$ cat src/rtl/mem_access_unit.sv
// ---------------------------------------------------------------------------
// mem_access_unit
//   Initiator side of the data-memory port. It takes one load/store request
//   at a time from the MEM stage and drives the data-memory strobes, address,
//   size code and store data. Load data is returned sign- or zero-extended.
//   Misaligned requests are answered with an error and never reach memory.
//
// Ports
//   clk, rst              clock (rising edge), asynchronous active-high reset
//   req_valid/req_ready   request handshake; taken when both are high
//   req_we                1 = store, 0 = load
//   req_size              00 word, 01 half, 10 byte, 11 word
//   req_sext              loads: 1 = sign-extend, 0 = zero-extend
//   req_addr              byte address
//   req_wdata             store data (low bits used for half/byte)
//   resp_valid            one-cycle pulse when the access finishes
//   resp_rdata            extended load data (0 for stores and errors)
//   resp_err              misaligned request, no memory access made
//   busy                  pipeline stall, high whenever not idle
//   wite_mem/read_mem     memory write/read strobes
//   raw_flag              size code to memory
//   raw_addr              memory address
//   data_in               store data to memory
//   data_out              word read back from memory
// ---------------------------------------------------------------------------
module mem_access_unit #(
   parameter int DATA_W     = 32,
   parameter int ADDR_W     = 32,
   parameter int ACC_CYCLES = 1
) (
   input  logic              clk,
   input  logic              rst,
   input  logic              req_valid,
   output logic              req_ready,
   input  logic              req_we,
   input  logic [1:0]        req_size,
   input  logic              req_sext,
   input  logic [ADDR_W-1:0] req_addr,
   input  logic [DATA_W-1:0] req_wdata,
   output logic              resp_valid,
   output logic [DATA_W-1:0] resp_rdata,
   output logic              resp_err,
   output logic              busy,
   output logic              wite_mem,
   output logic              read_mem,
   output logic [1:0]        raw_flag,
   output logic [DATA_W-1:0] raw_addr,
   output logic [DATA_W-1:0] data_in,
   input  logic [DATA_W-1:0] data_out
);

   typedef enum logic [1:0] {S_IDLE, S_SETUP, S_ACCESS, S_DONE} state_t;

   localparam logic [3:0] CNT_INIT = 4'(ACC_CYCLES - 1);

   state_t              state_q, state_d;
   logic                we_q, we_d;
   logic [1:0]          size_q, size_d;
   logic                sext_q, sext_d;
   logic [ADDR_W-1:0]   addr_q, addr_d;
   logic [DATA_W-1:0]   wdata_q, wdata_d;
   logic                err_q, err_d;
   logic [3:0]          cnt_q, cnt_d;
   logic [DATA_W-1:0]   rdata_q, rdata_d;

   logic                accept;
   logic                misalign;
   logic [7:0]          byte_lane [4];
   logic [7:0]          byte_sel;
   logic [15:0]         half_sel;
   logic [DATA_W-1:0]   load_ext;
   logic [ADDR_W-1:0]   map_addr;

   assign accept = req_valid && (state_q == S_IDLE);

   always_comb begin
      misalign = 1'b0;
      case (req_size)
         2'b01:   misalign = req_addr[0];
         2'b10:   misalign = 1'b0;
         default: misalign = (req_addr[1:0] != 2'b00);
      endcase
   end

   // Byte lanes of the returned word; the lane order is the memory's own
   // (half at A[1]=0 comes from the upper 16 bits).
   genvar gi;
   generate
      for (gi = 0; gi < 4; gi++) begin : g_lane
         assign byte_lane[gi] = data_out[8*gi +: 8];
      end
   endgenerate

   always_comb begin
      byte_sel = byte_lane[addr_q[1:0]];
      half_sel = addr_q[1] ? data_out[15:0] : data_out[31:16];
      case (size_q)
         2'b01:   load_ext = {{(DATA_W-16){sext_q & half_sel[15]}}, half_sel};
         2'b10:   load_ext = {{(DATA_W-8){sext_q & byte_sel[7]}}, byte_sel};
         default: load_ext = data_out;
      endcase
   end

   // Reads and word stores address words; narrower stores address finer
   // units so the memory can pick the lane itself.
   always_comb begin
      if (!we_q || size_q == 2'b00 || size_q == 2'b11)
         map_addr = addr_q >> 2;
      else if (size_q == 2'b01)
         map_addr = addr_q >> 1;
      else
         map_addr = addr_q;
   end

   // State register and datapath latches
   always_ff @(posedge clk or posedge rst) begin
      if (rst) begin
         state_q <= S_IDLE;
         we_q    <= 1'b0;
         size_q  <= 2'b00;
         sext_q  <= 1'b0;
         addr_q  <= '0;
         wdata_q <= '0;
         err_q   <= 1'b0;
         cnt_q   <= 4'd0;
         rdata_q <= '0;
      end else begin
         state_q <= state_d;
         we_q    <= we_d;
         size_q  <= size_d;
         sext_q  <= sext_d;
         addr_q  <= addr_d;
         wdata_q <= wdata_d;
         err_q   <= err_d;
         cnt_q   <= cnt_d;
         rdata_q <= rdata_d;
      end
   end

   // Next-state and latch update
   always_comb begin
      state_d = state_q;
      we_d    = we_q;
      size_d  = size_q;
      sext_d  = sext_q;
      addr_d  = addr_q;
      wdata_d = wdata_q;
      err_d   = err_q;
      cnt_d   = cnt_q;
      rdata_d = rdata_q;
      case (state_q)
         S_IDLE: begin
            if (accept) begin
               we_d    = req_we;
               size_d  = req_size;
               sext_d  = req_sext;
               addr_d  = req_addr;
               wdata_d = req_wdata;
               err_d   = misalign;
               rdata_d = '0;
               state_d = misalign ? S_DONE : S_SETUP;
            end
         end
         S_SETUP: begin
            cnt_d   = CNT_INIT;
            state_d = S_ACCESS;
         end
         S_ACCESS: begin
            if (cnt_q == 4'd0) begin
               if (!we_q)
                  rdata_d = load_ext;
               state_d = S_DONE;
            end else begin
               cnt_d = cnt_q - 4'd1;
            end
         end
         default: state_d = S_IDLE;
      endcase
   end

   // Outputs decoded from registered state only
   always_comb begin
      req_ready  = (state_q == S_IDLE);
      busy       = (state_q != S_IDLE);
      resp_valid = 1'b0;
      resp_err   = 1'b0;
      resp_rdata = '0;
      wite_mem   = 1'b0;
      read_mem   = 1'b0;
      raw_flag   = 2'b00;
      raw_addr   = '0;
      data_in    = '0;
      if (state_q != S_IDLE) begin
         raw_flag = size_q;
         raw_addr = DATA_W'(map_addr);
         data_in  = we_q ? wdata_q : '0;
      end
      if (state_q == S_ACCESS) begin
         wite_mem = we_q;
         read_mem = !we_q;
      end
      if (state_q == S_DONE) begin
         resp_valid = 1'b1;
         resp_err   = err_q;
         resp_rdata = rdata_q;
      end
   end

endmodule

$ cat config.mk
export PLATFORM = sky130hd
export DESIGN_NAME = mem_access_unit
export DESIGN_NICKNAME = d
export VERILOG_FILES = /design/src/rtl/mem_access_unit.sv
export SDC_FILE = /design/constraint.sdc
export NUM_CORES = 1
export LEC_CHECK = 0
export CAP_MARGIN = 20
export CORE_MARGIN = 1
export CORE_UTILIZATION = 42
export DETAILED_ROUTE_END_ITERATION = 8
export GPL_TIMING_DRIVEN = 1
export PLACE_DENSITY_LB_ADDON = 0.3
export SYNTH_ARGS = -nofsm -noshare
export SYNTH_HDL_FRONTEND = slang
export SYNTH_SLANG_ARGS = --single-unit
$ cat constraint.sdc
create_clock -name clk -period 3.4 [get_ports clk]
set_input_delay 0.68 -clock clk [delete_from_list [all_inputs] [get_ports clk]]
set_output_delay 0.68 -clock clk [all_outputs]
set_load 0.005 [all_outputs]
Word-level counts from Yosys, hierarchy flattened:

Cells that the tools add are included.

* add/subtract/negate cells: 1
* magnitude comparators: 1
* eq/ne operators: 12
* muxes and demuxes: 27
* bitwise operators: 3
* reductions and logical operators: 15

Operator list (count)
* two-way mux 32 bit: 9
* case mux 32 bit (2 select lines): 2
* binary-select mux 8 bit (select 2 bit): 1
* two-way mux 16 bit: 1
* two-way mux 8 bit: 2
* equality test 2 bit, second input constant: 5
* two-way mux 2 bit: 4
* case mux 4 bit (2 select lines): 1
* nonzero test 2 bit: 4
* equality test 2 x 1 -> 1 bit, second input constant: 3
* != test 2 bit, second input constant: 3
* case mux 2 bit (3 select lines): 1
* AND reduction 2 bit: 3
* zero test 2 bit: 2
* zero test 4 bit: 1
* two-way mux 1 bit: 4
* two-way mux 4 bit: 1
* AND reduction 4 bit: 1
* subtractor 4 x 1 -> 4 bit, second input constant: 1
* greater-or-equal comparator 3 bit, second input constant: 1
* NOT 2 -> 3 bit: 1
* bitwise AND 1 bit: 2
* logical OR 1 bit: 2
* != test 2 x 1 -> 1 bit, second input constant: 1
* 3 further kinds: 3

* register bits after elaboration: 107
* bits of input ports: 103
* output and inout port bits: 104

Logic depth before layout (Yosys ltp):

Gate-level depths: netlist of the first run.

* word-level depth: 9
* mapped depth: 8

Worst setup path before layout of the first run:

Ideal clock, no wire load.

* path kind: reg2out
* start point: reg size_q[1]
* end point: out raw_addr[10]
* data arrival time: 1453 ps
* data required time: 2720 ps
* setup slack: 1267 ps
* stages on the path, launching flop included: 7
* buffers on the path: 2
* path through: dfrtp_1 inv_1 ha_1 buf_4 buf_2 mux2i_1 a211oi_1

* cells in the longest elaborated chain, start to end: 5

Ends and longest elaborated chain
* start, declared: RTL line 58 `logic [1:0] size_q, size_d;`
* start signal, assigned: RTL line 130 `size_q <= size_d;`
* zero test 2 bit: RTL line 107 `if (!we_q || size_q == 2'b00 || size_q == 2'b11)`
* logical OR 1 bit (2 in a row): RTL line 107
* two-way mux 32 bit (*): RTL line 107
* two-way mux 32 bit (*): RTL line 193 `if (state_q != S_IDLE) begin`
* end, declared: RTL line 47 `output logic [DATA_W-1:0] raw_addr,`

Every way passes the cells marked *; elsewhere a longest branch is shown, timed or not.

Final worst setup path of the first run:

* start point: reg size_q[0]
* end point: out raw_addr[27]

The elaborated chain is that of the path after synthesis.

==> reports/metrics.cfg, run 1 <==
[run_status]
status = complete, no violations

[cts]
holdBufCountCts = 0
clkLatencyLatePin_ns = 0.35
post_cts_buffers = 0
clk_pin_slew_ns = 0.07
cts_max_level = 3
cts_made_buffers = 9
cts_tree = yes
cts.sinks = 107
cts.path.max_buffers = 2
ctsResizeCount = 0
cts_root_buf = clkbuf_16

[routing]
first_pass_iters = 4
antenna_left = 0
drtIter0Drc = 278
num_vias = 5410
route.detailed.drc = 0
detail_route.wirelength_mm = 17.4
viasPerCell = 5.59
drt-wirelength-per-cell_microns = 17.9

[global_routing]
grt_remaining_overflow = 0
grt_max_degree = 108
antenna_found_initial = 0
grt_pass1_vias = 5320
grt_first_pass_wirelength_mm = 27.0
grt_usage = 0.232

[sta]
finalSetupViolCount = 0
rsz0062_at_grt = no
finalCriticalPeriod_ns = 3.21
setup-tns-final_ns = 0
drv_slew = 0
worst_slack_ns = 0.185
hold_viol = 0
skew_ns = 0.00747
clock.fmax_mhz = 311
worst_slew_pin_slew_ns = 0.814
fin_crit_sh = 0.946
relSlewSlack = 0.457

[logic_synthesis]
synth_seq_cells = 107
async_flop_share = 1.00
synth_edf_count = 0
synth_area_sq_um = 6210
seq_area_frac_synth = 0.431
syn_inst = 599
avgSynthCellArea_sq_um = 10.4
synth.distinct_cells = 50
synth_warnings = 0
synth_flop_cell = dfrtp_1
syn_nets = 714

[floorplanning]
rows = 44
pin_count = 207
core-area_sq_um = 14500
die-area_sq_um = 15300
die_x_microns = 124
dieHeight_microns = 124
start_util = 0.429

[placed_design]
dpl_worst_slack_ns = 0.573
io_buffers = 206
gp_congestion = 0.885
hpwl_mm = 12.4
dp.cells = 950

[final_layout]
multi_input_area_sq_um = 3220
seqCellArea_sq_um = 2680
stdcell_count = 967
final_cell_mix = clkdlybuf4s50_1, dfrtp_1, mux2_2, mux2i_1, nand2_1
fillers = 1215
syn2layout_area_growth_pct = 39.5
drive_above_1_share = 0.153
final_core_util = 0.599
nets = 892
layout_commonest_cell = clkdlybuf4s50_1

[run]
cap_violations = 0

[setup_path]
crit_chain = inv_1 > ha_1 > nor3_4 > buf_12 > nor2_1 > a211oi_1 > clkdlybuf4s50_1
path_max_fanout = 62
critPathRequiredTime_ns = 2.72
critical_path.max_stage_delay_ns = 0.58
crit_slowest_cell = clkdlybuf4s50_1
end_kind = output port
path_class = register to output port
crit_path_start_kind = register
cp.arrival_ns = 2.53

[pwr]
peakVddDrop_uv = 595
powerDensity_nw_per_um2 = 922
p_leak_nw = 3.69

[min_path]
holdCritPathClass = register to register

-- per-stage QoR --
step	area, sq um	hold WS (ns)	total power, W
after detailed placement	8380	0.459	0.00699
after floorplan	6220	0.441	0.00505
after global placement	8380	0.451	0.00685
final	8670	0.476	0.00800
after global routing	8670	0.497	0.00858
after CTS	8670	0.475	0.00805
-- per-layer routing --
| layer | part of all wire | GRT usage | vias to the layer above |
|---|---|---|---|
| li1 | - | - | 2522 |
| met1 | 0.42 | 0.302 | 2607 |
| met2 | 0.46 | 0.356 | 242 |
| met3 | 0.094 | 0.0687 | 39 |
| met4 | 0.028 | 0.103 | 0 |
| met5 | 0 | 0 | - |
-- logic make-up (layout without fill, tap and decap cells) --
logic type               count (synthesis)  in the layout  share of synthesized area
other                                    0              1                          0
buffers and inverters                   69            252                     0.0524
AND/OR/NAND/NOR                        169            169                      0.148
flip-flops                             107            107                      0.431
multiplexers                           109            109                      0.190
AO/OA/AOI/OAI                          132            132                      0.153
XOR/XNOR                                 1              1                    0.00141
adder cells (fa/ha/maj)                 12             12                     0.0242
-- cell type report --
type / instances / area share
Antenna cell: 1 / 0.000289
Sequential cell: 107 / 0.309
Inverter: 19 / 0.00866
Timing Repair Buffer: 217 / 0.252
Clock buffer: 10 / 0.0276
Tap cell: 184 / 0.0266
Multi-Input combinational cell: 423 / 0.371
Clock inverter: 6 / 0.00563
-- flip-flops by register name (all words and copies together) (netlist names) --
register  count
state_q       2
sext_q        1
err_q         1
rdata_q      32
cnt_q         4
wdata_q      32
addr_q       32
size_q        2
we_q          1
-- worst paths after layout --
kind | startpoint | endpoint | slack [ns] | depth (start not counted)
setup / recovery | size_q[0]$_DFFE_PP0P_ | raw_addr[27] | 0.19 | 7
hold / removal | rdata_q[15]$_DFFE_PP0P_ | rdata_q[15]$_DFFE_PP0P_ | 0.48 | 2
setup reg to reg | size_q[0]$_DFFE_PP0P_ | rdata_q[12]$_DFFE_PP0P_ | 0.86 | 5
hold reg to reg | rdata_q[15]$_DFFE_PP0P_ | rdata_q[15]$_DFFE_PP0P_ | 0.48 | 2
max in group asynchronous | rst | wdata_q[9]$_DFFE_PP0P_ | 2.11 | 3
min in group asynchronous | rst | rdata_q[22]$_DFFE_PP0P_ | 0.83 | 3
-- Yosys cell counts, types with 2 or more instances --
master | n | area (sq um)
a22o_1 | 7 | 61.3
ha_1 | 12 | 150
buf_4 | 3 | 22.5
nand4b_1 | 2 | 17.5
o21ai_0 | 25 | 125
nand3_1 | 3 | 15.0
buf_2 | 20 | 100
mux2i_1 | 39 | 390
dfrtp_1 | 107 | 2680
nor2b_1 | 5 | 31.3
a21oi_1 | 17 | 85.1
o21ai_1 | 5 | 25.0
a221oi_1 | 14 | 123
o21ai_2 | 10 | 87.6
a32o_1 | 9 | 90.1
a21o_1 | 2 | 15.0
a211oi_1 | 30 | 225
buf_1 | 3 | 11.3
buf_6 | 4 | 45.0
and3_1 | 33 | 206
nand2_1 | 40 | 150
nor2_1 | 35 | 131
clkbuf_1 | 20 | 75.1
and2_1 | 36 | 225
nor3b_1 | 2 | 15.0
mux2_2 | 69 | 777
inv_1 | 18 | 67.6
o22ai_1 | 6 | 37.5
o211ai_1 | 2 | 15.0
-- power breakdown --
part | internal [W] | total, W | switching (W)
Clock | 0.000525 | 0.00102 | 0.000494
Combinational | 0.00254 | 0.00475 | 0.00222
Sequential | 0.00181 | 0.00222 | 0.000414
Total | 0.00487 | 0.00800 | 0.00313
-- critical path: cells and delay by family (launching register included) --
kind | cells | cell delay [ns]
AOI/OAI and AO/OA | 1 | 0.32
adders and majority gates | 1 | 0.23
buffers and inverters | 3 | 0.94
DFF | 1 | 0.40
and+or+nand+nor | 2 | 0.27
(Power assumes the default switching activity.)
==> run 2, diff against run 1 <==
CTS_CLUSTER_SIZE = 30   (was unset)
==> results of run 2 <==
Final layout, timing and power as in run 1 (identical DEF).
==> run 3, diff against run 2 <==
CORE_ASPECT_RATIO = 0.9   (was unset)
==> run 3 against run 2 <==
Core utilization is 1.4 points higher; worst hold slack better by 0.00055 ns; non-clock buffer count is 3 higher; sequential power hardly changed; global-route usage is 1.1 points higher; first-iteration DRC count rose by 44%; routed wire length rose by 4.0%.
==> reports/metrics.cfg, run 3 (synthesis gave the netlist of run 1 again) <==
[sta]
finalSetupViolCount = 0  ; unchanged
skew_ns = 0.0107  ; +0.00326 ns
fin_crit_sh = 0.951  ; +0.00548
finalCriticalPeriod_ns = 3.23  ; +0.0186 ns
clock.fmax_mhz = 309  ; -0.58%
drv_slew = 0  ; unchanged
worst_slew_pin_slew_ns = 0.885  ; +0.0708 ns
worst_slack_ns = 0.167  ; -0.0186 ns
relSlewSlack = 0.409  ; -0.0484
hold_viol = 0  ; unchanged
setup-tns-final_ns = 0  ; unchanged
rsz0062_at_grt = no

[global_routing]
grt_remaining_overflow = 0  ; unchanged
grt_pass1_vias = 5429  ; +2.0%
antenna_found_initial = 0  ; unchanged
grt_first_pass_wirelength_mm = 28.6  ; +5.7%
grt_max_degree = 40  ; -63%
grt_usage = 0.243  ; +0.0111

[routing]
viasPerCell = 5.52  ; -1.3%
first_pass_iters = 6  ; +2
num_vias = 5403  ; -0.13%
drt-wirelength-per-cell_microns = 18.5  ; +2.8%
detail_route.wirelength_mm = 18.0  ; +4.0%
antenna_left = 0  ; unchanged
drtIter0Drc = 401  ; +44%
route.detailed.drc = 0  ; unchanged

[placed_design]
dpl_worst_slack_ns = 0.607  ; +0.0342 ns
gp_congestion = 0.899  ; +1.6%
hpwl_mm = 12.9  ; +4.2%
io_buffers = 206  ; unchanged

[pwr]
peakVddDrop_uv = 678  ; +14%
powerDensity_nw_per_um2 = 922  ; about the same
p_leak_nw = 3.71  ; +0.38%
power.share.clock = 0.127  ; about the same
pwr-share-comb = 0.596  ; +0.002
switching_share = 0.392  ; +0.00146
p_sw_w = 0.00315  ; +0.76%
intPower_w = 0.00488  ; +0.15%
seqPwrFrac = 0.277  ; about the same

[cts]
clkLatencyLatePin_ns = 0.36  ; about the same
cts.path.max_buffers = 2  ; unchanged
cts_root_buf = clkbuf_16
cts_max_level = 3  ; unchanged
holdBufCountCts = 0  ; unchanged
clk_pin_slew_ns = 0.07  ; about the same
cts_made_buffers = 9  ; unchanged
cts.sinks = 107  ; unchanged
post_cts_buffers = 0  ; unchanged
cts_tree = yes
ctsResizeCount = 0  ; unchanged

[floorplanning]
core-area_sq_um = 14200  ; -1.9%
rows = 41  ; -6.8%
start_util = 0.437  ; +0.00812
pin_count = 207  ; unchanged
dieHeight_microns = 117  ; -5.0%
die-area_sq_um = 15300  ; about the same
die_x_microns = 130  ; +5.3%

[final_layout]
nets = 895  ; +0.34%
num_antenna_cells = 0  ; -1
layout_commonest_cell = clkdlybuf4s50_1
top_regs = addr_q (32), rdata_q (32), wdata_q (32)
syn2layout_area_growth_pct = 40.1
drive_above_1_share = 0.155  ; +0.00196
fillers = 1170  ; -3.7%
final_cell_mix = clkdlybuf4s50_1, dfrtp_1, mux2_2, mux2i_1, nand2_1

[setup_path]
critPathRequiredTime_ns = 2.72  ; about the same
cp.arrival_ns = 2.55  ; +0.02 ns
path_max_fanout = 23  ; -63%
crit_path_start_kind = register
end_kind = output port
path_class = register to output port

[run_status]
status = complete, no violations

[run]
cap_violations = 0  ; unchanged

[min_path]
holdCritPathClass = register to register

[run 3: worst paths after layout]
path	from	end	slack, ns	cells after the start
min in group asynchronous	rst	addr_q[8]$_DFFE_PP0P_	0.84	2
max	size_q[0]$_DFFE_PP0P_	raw_addr[29]	0.17	7
max reg2reg	size_q[1]$_DFFE_PP0P_	rdata_q[12]$_DFFE_PP0P_	0.86	5
min reg2reg	rdata_q[14]$_DFFE_PP0P_	rdata_q[14]$_DFFE_PP0P_	0.48	2
max in group asynchronous	rst	addr_q[19]$_DFFE_PP0P_	1.87	3
min	rdata_q[14]$_DFFE_PP0P_	rdata_q[14]$_DFFE_PP0P_	0.48	2
[run 3: final cells by class]
type	instances	area (sq um)	share of cell area
Multi-Input combinational cell	423	3220	0.369
Sequential cell	107	2680	0.308
Timing Repair Buffer	220	2200	0.253
Clock buffer	12	256	0.0295
Tap cell	193	241	0.0277
Inverter	19	75.1	0.00862
Clock inverter	4	33.8	0.00388
[run 3: power by group through the flow]
stage               Clock, W  Sequential (W)  Combinational [W]
finish               0.00102         0.00223            0.00478
floorplan                  0         0.00208            0.00297
CTS                  0.00105         0.00222            0.00480
detailed placement         0         0.00224            0.00474
global route         0.00110         0.00230            0.00519
global placement           0         0.00221            0.00466
[run 3: worst max-delay path: stages (launching register included)]
cell             delay, ns
dfrtp_1               0.40
inv_1                 0.09
ha_1                  0.23
nor3_4                0.17
buf_4                 0.28
nor2_1                0.07
a211oi_1              0.36
clkdlybuf4s50_1       0.59
[run 3: metal layers]
layer,up-vias,track usage,share of wire
met3,25,0.0858,0.096
met4,0,0.0632,0.014
met2,223,0.380,0.46
met5,-,0,0
met1,2632,0.317,0.43
li1,2523,-,-
[run 3: through the flow]
| step | util | hold WS [ns] | cells | power, W | instance area (sq um) |
|---|---|---|---|---|---|
| 3_3_place_gp | 0.592 | 0.456 | 962 | 0.00687 | 8410 |
| 6_report | 0.613 | 0.476 | 978 | 0.00803 | 8700 |
| 3_5_place_dp | 0.592 | 0.462 | 962 | 0.00698 | 8410 |
| 2_1_floorplan | - | 0.441 | 599 | 0.00505 | 6220 |
| 4_1_cts | 0.613 | 0.479 | 978 | 0.00807 | 8700 |
| 5_1_grt | 0.613 | 0.507 | 978 | 0.00860 | 8700 |
